===== src/rtl/ysyx_201979054_imm_pkg.sv =====
// Shared types and constants for the registered immediate generator.
// Format codes match the out_fmt encoding seen by the execute operand mux.
package ysyx_201979054_imm_pkg;

    localparam int XLEN_DEFAULT  = 64;
    localparam int FMT_W_DEFAULT = 3;

    typedef enum logic [2:0] {
        FMT_I    = 3'b000,
        FMT_S    = 3'b001,
        FMT_B    = 3'b010,
        FMT_J    = 3'b011,
        FMT_U    = 3'b100,
        FMT_CSR  = 3'b101,
        FMT_NONE = 3'b110,
        FMT_ILL  = 3'b111
    } imm_fmt_t;

    localparam logic [6:0] OPC_LOAD     = 7'b0000011;
    localparam logic [6:0] OPC_MISC_MEM = 7'b0001111;
    localparam logic [6:0] OPC_OP_IMM   = 7'b0010011;
    localparam logic [6:0] OPC_AUIPC    = 7'b0010111;
    localparam logic [6:0] OPC_OP_IMM32 = 7'b0011011;
    localparam logic [6:0] OPC_STORE    = 7'b0100011;
    localparam logic [6:0] OPC_OP       = 7'b0110011;
    localparam logic [6:0] OPC_LUI      = 7'b0110111;
    localparam logic [6:0] OPC_OP32     = 7'b0111011;
    localparam logic [6:0] OPC_BRANCH   = 7'b1100011;
    localparam logic [6:0] OPC_JALR     = 7'b1100111;
    localparam logic [6:0] OPC_JAL      = 7'b1101111;
    localparam logic [6:0] OPC_SYSTEM   = 7'b1110011;

endpackage


===== src/rtl/ysyx_201979054_imm_decode.sv =====
// Combinational classify-and-extend: raw instruction -> immediate, format, illegal flag.
// IMM_GEN_ZICSR_EN enables CSR/zimm decoding of SYSTEM; otherwise SYSTEM is R/none.
module ysyx_201979054_imm_decode
    import ysyx_201979054_imm_pkg::*;
#(
    parameter int XLEN = XLEN_DEFAULT
) (
    input  logic [31:0]     i_instr,
    output logic [XLEN-1:0] o_imm,
    output imm_fmt_t        o_fmt,
    output logic            o_illegal
);

    localparam bit RV64 = (XLEN == 64);

    logic [6:0]      w_opcode;
    imm_fmt_t        w_fmt;
    logic [XLEN-1:0] w_imm_i;
    logic [XLEN-1:0] w_imm_s;
    logic [XLEN-1:0] w_imm_b;
    logic [XLEN-1:0] w_imm_j;
    logic [XLEN-1:0] w_imm_u;
    logic [XLEN-1:0] w_imm_csr;
    logic [XLEN-1:0] w_imm;

    assign w_opcode = i_instr[6:0];

    // Signed casts to XLEN sign-extend from instr[31] for both XLEN choices.
    assign w_imm_i   = XLEN'($signed(i_instr[31:20]));
    assign w_imm_s   = XLEN'($signed({i_instr[31:25], i_instr[11:7]}));
    assign w_imm_b   = XLEN'($signed({i_instr[31], i_instr[7], i_instr[30:25], i_instr[11:8], 1'b0}));
    assign w_imm_j   = XLEN'($signed({i_instr[31], i_instr[19:12], i_instr[20], i_instr[30:21], 1'b0}));
    assign w_imm_u   = XLEN'($signed({i_instr[31:12], 12'b0}));
    assign w_imm_csr = XLEN'(i_instr[19:15]);

    always_comb begin
        w_fmt = FMT_ILL;
        case (w_opcode)
            OPC_LOAD, OPC_OP_IMM, OPC_JALR, OPC_MISC_MEM: w_fmt = FMT_I;
            OPC_OP_IMM32: w_fmt = RV64 ? FMT_I : FMT_ILL;
            OPC_STORE:    w_fmt = FMT_S;
            OPC_BRANCH:   w_fmt = FMT_B;
            OPC_JAL:      w_fmt = FMT_J;
            OPC_LUI, OPC_AUIPC: w_fmt = FMT_U;
            OPC_OP:       w_fmt = FMT_NONE;
            OPC_OP32:     w_fmt = RV64 ? FMT_NONE : FMT_ILL;
            OPC_SYSTEM: begin
`ifdef IMM_GEN_ZICSR_EN
                if (i_instr[14]) begin
                    w_fmt = FMT_CSR;
                end else if (i_instr[13:12] != 2'b00) begin
                    w_fmt = FMT_I;
                end else begin
                    w_fmt = FMT_NONE;
                end
`else
                w_fmt = FMT_NONE;
`endif
            end
            default: w_fmt = FMT_ILL;
        endcase
    end

    always_comb begin
        w_imm = '0;
        case (w_fmt)
            FMT_I:   w_imm = w_imm_i;
            FMT_S:   w_imm = w_imm_s;
            FMT_B:   w_imm = w_imm_b;
            FMT_J:   w_imm = w_imm_j;
            FMT_U:   w_imm = w_imm_u;
            FMT_CSR: w_imm = w_imm_csr;
            default: w_imm = '0;
        endcase
    end

    assign o_imm     = w_imm;
    assign o_fmt     = w_fmt;
    assign o_illegal = (w_fmt == FMT_ILL);

endmodule


===== src/rtl/ysyx_201979054_imm_gen_pipe.sv =====
// Registered immediate generator: decode unit followed by a one-entry valid/ready register with flush.
// Optional macro IMM_GEN_ZICSR_EN (handled in the decode unit) enables CSR immediates.
module ysyx_201979054_imm_gen_pipe
    import ysyx_201979054_imm_pkg::*;
#(
    parameter int XLEN  = XLEN_DEFAULT,
    parameter int FMT_W = FMT_W_DEFAULT
) (
    input  logic             clk,
    input  logic             arst_n,
    input  logic             in_valid,
    output logic             in_ready,
    input  logic [31:0]      in_instr,
    input  logic             flush,
    output logic             out_valid,
    input  logic             out_ready,
    output logic [XLEN-1:0]  out_imm,
    output logic [FMT_W-1:0] out_fmt,
    output logic             out_illegal
);

    logic [XLEN-1:0] w_imm;
    imm_fmt_t        w_fmt;
    logic            w_illegal;
    logic            w_capture;

    logic            r_valid;
    logic [XLEN-1:0] r_imm;
    imm_fmt_t        r_fmt;
    logic            r_illegal;

    ysyx_201979054_imm_decode #(
        .XLEN (XLEN)
    ) u_decode (
        .i_instr   (in_instr),
        .o_imm     (w_imm),
        .o_fmt     (w_fmt),
        .o_illegal (w_illegal)
    );

    assign in_ready  = !r_valid || out_ready;
    assign w_capture = in_valid && in_ready;

    // Flush wins over capture; a drain alone only clears valid and leaves the data regs.
    always_ff @(posedge clk or negedge arst_n) begin
        if (!arst_n) begin
            r_valid   <= 1'b0;
            r_imm     <= '0;
            r_fmt     <= FMT_NONE;
            r_illegal <= 1'b0;
        end else if (flush) begin
            r_valid   <= 1'b0;
        end else if (w_capture) begin
            r_valid   <= 1'b1;
            r_imm     <= w_imm;
            r_fmt     <= w_fmt;
            r_illegal <= w_illegal;
        end else if (out_ready) begin
            r_valid   <= 1'b0;
        end
    end

    assign out_valid   = r_valid;
    assign out_imm     = r_imm;
    assign out_fmt     = FMT_W'(r_fmt);
    assign out_illegal = r_illegal;

endmodule


===== config.mk =====
export PLATFORM = sky130hd
export DESIGN_NAME = ysyx_201979054_imm_gen_pipe
export DESIGN_NICKNAME = d
export VERILOG_FILES = /design/src/rtl/ysyx_201979054_imm_pkg.sv /design/src/rtl/ysyx_201979054_imm_decode.sv /design/src/rtl/ysyx_201979054_imm_gen_pipe.sv
export SDC_FILE = /design/constraint.sdc
export NUM_CORES = 1
export LEC_CHECK = 0
export ABC_AREA = 1
export ABC_CLOCK_PERIOD_IN_PS = 1700
export CAP_MARGIN = 0
export CORE_UTILIZATION = 42
export DETAILED_ROUTE_END_ITERATION = 10
export GPL_ROUTABILITY_DRIVEN = 1
export GPL_TIMING_DRIVEN = 0
export PLACE_DENSITY = 0.88
export SLEW_MARGIN = 20
export SYNTH_ARGS = -nofsm -noshare
export SYNTH_HDL_FRONTEND = slang
export SYNTH_SLANG_ARGS = --single-unit

===== constraint.sdc =====
create_clock -name clk -period 1.7 [get_ports clk]
set_input_delay 0.34 -clock clk [delete_from_list [all_inputs] [get_ports clk]]
set_output_delay 0.34 -clock clk [all_outputs]
set_load 0.005 [all_outputs]

==> results.json <==
{
  "status": "finished, final reports clean",
  "antenna_found_initial": 0,
  "synth-compound-area-share": 0.00841,
  "hold_class": "register to register",
  "htree_levels": 2,
  "cp_common_cell": "nand2_1",
  "cp_max_fo": 10,
  "drv_slew": 0,
  "total_power_mw": 2.28,
  "seqPwrFrac": 0.420,
  "synthCells": 361,
  "die_x_um": 77.3,
  "ys_types": 22,
  "clkPwrFrac": 0.348,
  "cpMaxStageDelayCell": "clkdlybuf4s50_1",
  "netlist.area_leader.share": 0.368,
  "start_kind": "input port",
  "die_area_sq_um": 5970,
  "p_switching_mw": 0.569,
  "drtIter0Drc": 201,
  "drtAntennaViolNets": 0,
  "internal_power_mw": 1.72,
  "fin_area_sq_um": 3930,
  "crit_family": "simple AND/OR/NAND/NOR gates",
  "slew_headroom": 0.674,
  "postPlaceCellArea_sq_um": 3550,
  "crit_arrival_ns": 1.87,
  "clkSinkCount": 37,
  "gp_congestion": 0.874,
  "first_pass_iters": 4,
  "wl_per_cell_um": 12.2,
  "cts_tree": "done",
  "viasPerCell": 4.68,
  "cts-root-buf": "clkbuf_8",
  "max_freq_ghz": 0.611,
  "avgSynthCellArea_sq_um": 6.60,
  "dp_slack_ns": -0.495,
  "fillers": 424,
  "fin_crit_sh": 0.962,
  "worst_pin_slew_ns": 0.489,
  "ios": 107,
  "synthSimpleGateAreaFrac": 0.435,
  "drc_errors": 0,
  "ys_seq_elements": 37,
  "cp.required_ns": 1.93,
  "core_region_area_sq_um": 5470,
  "worst_slack_ns": 0.0643,
  "yosysSeqAreaShare": 0.390,
  "ir_drop_uv": 461,
  "max_stage_delay_ns": 0.50,
  "max-cap-violations": 0,
  "drive_gt1_frac": 0.216,
  "dp_hpwl_mm": 4.77,
  "port_buffers": 106,
  "synthAdderAreaFrac": 0,
  "crit_path_end_kind": "register",
  "syn-cell-area_sq_um": 2380,
  "netSwitchingFraction": 0.249,
  "tns_ns": 0,
  "die_y_um": 77.3,
  "grt_max_degree": 22,
  "wl_mm": 6.94,
  "cts.clk_slew.worst_paths_ns": 0.07,
  "synthMuxAreaShare": 0,
  "setup_viol": 0,
  "holdWs_ns": 0.471,
  "cts_inserted_buffers": 5,
  "critPathKind": "input port to register",
  "pwr-share-comb": 0.232,
  "synth_nets": 398,
  "clockBufferDepth": 2,
  "skew_ns": 0.00234,
  "overflow": 0,
  "grt_pass1_vias": 2420,
  "clk-insertion-delay-late_ns": 0.29,
  "synthXorXnorAreaFrac": 0,
  "yosys_warnings": 0,
  "grt_first_pass_wirelength_mm": 10.9,
  "crit_buf_inv": 3,
  "period_needed_ns": 1.64,
  "path_cells": "clkdlybuf4s50_1 -> nand2_4 -> nor2_2 -> inv_1 -> nor2_4 -> nor2_4 -> nand2_4 -> nand2_2 -> buf_6 -> nand2_1 -> nand2_1 -> nand2_1",
  "p_leak_nw": 2.50,
  "synth_largest_area_cell": "dfrtp_1",
  "hold_violations": 0,
  "start_util": 0.435,
  "area_growth_pct": 64.8,
  "synth_top_family_by_area": "simple AND/OR/NAND/NOR gates",
  "track_usage": 0.229,
  "fp-row-count": 27,
  "timing.reg2reg.setup_slack_ns": 0.22,
  "p_per_area_nw_per_um2": 582,
  "antenna_cells": 0,
  "nNetsFinal": 531,
  "vias": 2653,
  "synthTopCellsByArea": "dfrtp_1, nand2_1, buf_4, nand3_1, nor2_1"
}
## final timing paths
path	from	endpoint	depth (start not counted)
max	in_instr[0]	out_imm[22]	12
min	out_fmt[1]	out_fmt[1]	2
max reg2reg	out_valid	out_imm[23]	8
min reg2reg	out_fmt[1]	out_fmt[1]	2
max in group asynchronous	arst_n	out_imm[13]	3
min in group asynchronous	arst_n	out_imm[28]	2
## routing by layer
layer	vias up	share of wire	track usage	wire [um]
li1	1327	-	-	-
met1	1181	0.39	0.276	2740
met2	132	0.49	0.373	3420
met3	13	0.092	0.0750	637
met4	0	0.020	0.0943	139
met5	-	0	0	0
## repair_timing
item | CTS | global route
hold buffers | 1 | 0
resized for setup | 33 | 39
setup endpoints to repair | 59 | 50
cloned | 1 | 1
buffers inserted | 7 | 10
hold endpoints to repair | 14 | 0
pin swaps | 5 | 6
## worst min-delay path: stages, from the launching register on
cell and delay, ns:
dfstp_2 0.37, nand2_1 0.05, nand2_1 0.05
## cells in the mapped netlist
cell and n:
dfrtp_1 35, inv_1 26, nor2_4 2, nand2_1 184, buf_6 1, o21ai_0 2
nor3_4 1, nand3_1 23, nand2_2 3, nor3_1 2, nor2_2 3, nand4_1 1
nor3_2 1, nand3_2 1, buf_4 33, clkbuf_1 5, buf_2 3, nand2_4 1
a21oi_1 2, dfstp_2 2, nor2_1 28, inv_2 2
## power by group through the flow
| stage | sequential, mW | clock [mW] | combinational [mW] |
|---|---|---|---|
| floorplan | 0.984 | 0 | 0.170 |
| global placement | 0.981 | 0 | 0.478 |
| detailed placement | 0.982 | 0 | 0.495 |
| CTS | 0.959 | 0.806 | 0.507 |
| global route | 0.968 | 0.857 | 0.575 |
| finish | 0.961 | 0.795 | 0.530 |
## logic make-up after synthesis
kind of cell | Yosys count
and+or+nand+nor | 250
buffers and inverters | 70
DFF | 37
AOI/OAI and AO/OA | 4
## metrics by stage
| step | utilization | instances |
|---|---|---|
| floorplan | - | 361 |
| global placement | 0.645 | 539 |
| detailed placement | 0.650 | 540 |
| CTS | 0.681 | 557 |
| global route | 0.717 | 567 |
| finish | 0.717 | 567 |
## cells in the final DEF (no fill, tap or decap), types with 3 or more instances in the layout
cell             netlist  routed
nor3_4                 1       3
nor2_4                 2       4
nand2_1              184     181
inv_1                 26      26
nand2_4                1       3
clkbuf_8               0       6
dlymetal6s2s_1         0      20
clkdlybuf4s50_1        0      63
nand3_1               23      23
nor2_2                 3       3
dfrtp_1               35      34
buf_2                  3       5
nand2_2                3       5
dlygate4sd2_1          0       5
buf_4                 33      63
clkbuf_1               5       3
nor2_1                28      26
## final cells by class
type / instances / area [sq um] / share of cell area
Buffer: 42 / 299 / 0.0762
Tap cell: 72 / 90.1 / 0.0230
Inverter: 28 / 108 / 0.0274
Timing Repair Buffer: 125 / 1260 / 0.322
Sequential cell: 37 / 932 / 0.237
Clock buffer: 6 / 82.6 / 0.0210
Multi-Input combinational cell: 255 / 1110 / 0.283
Clock inverter: 2 / 37.5 / 0.00956
## sequential cells by signal (all words and copies together), names as in the netlist
name         count
out_illegal      1
out_fmt          3
out_valid        1
out_imm         32
Note: power is estimated with default switching activity, not from simulation.
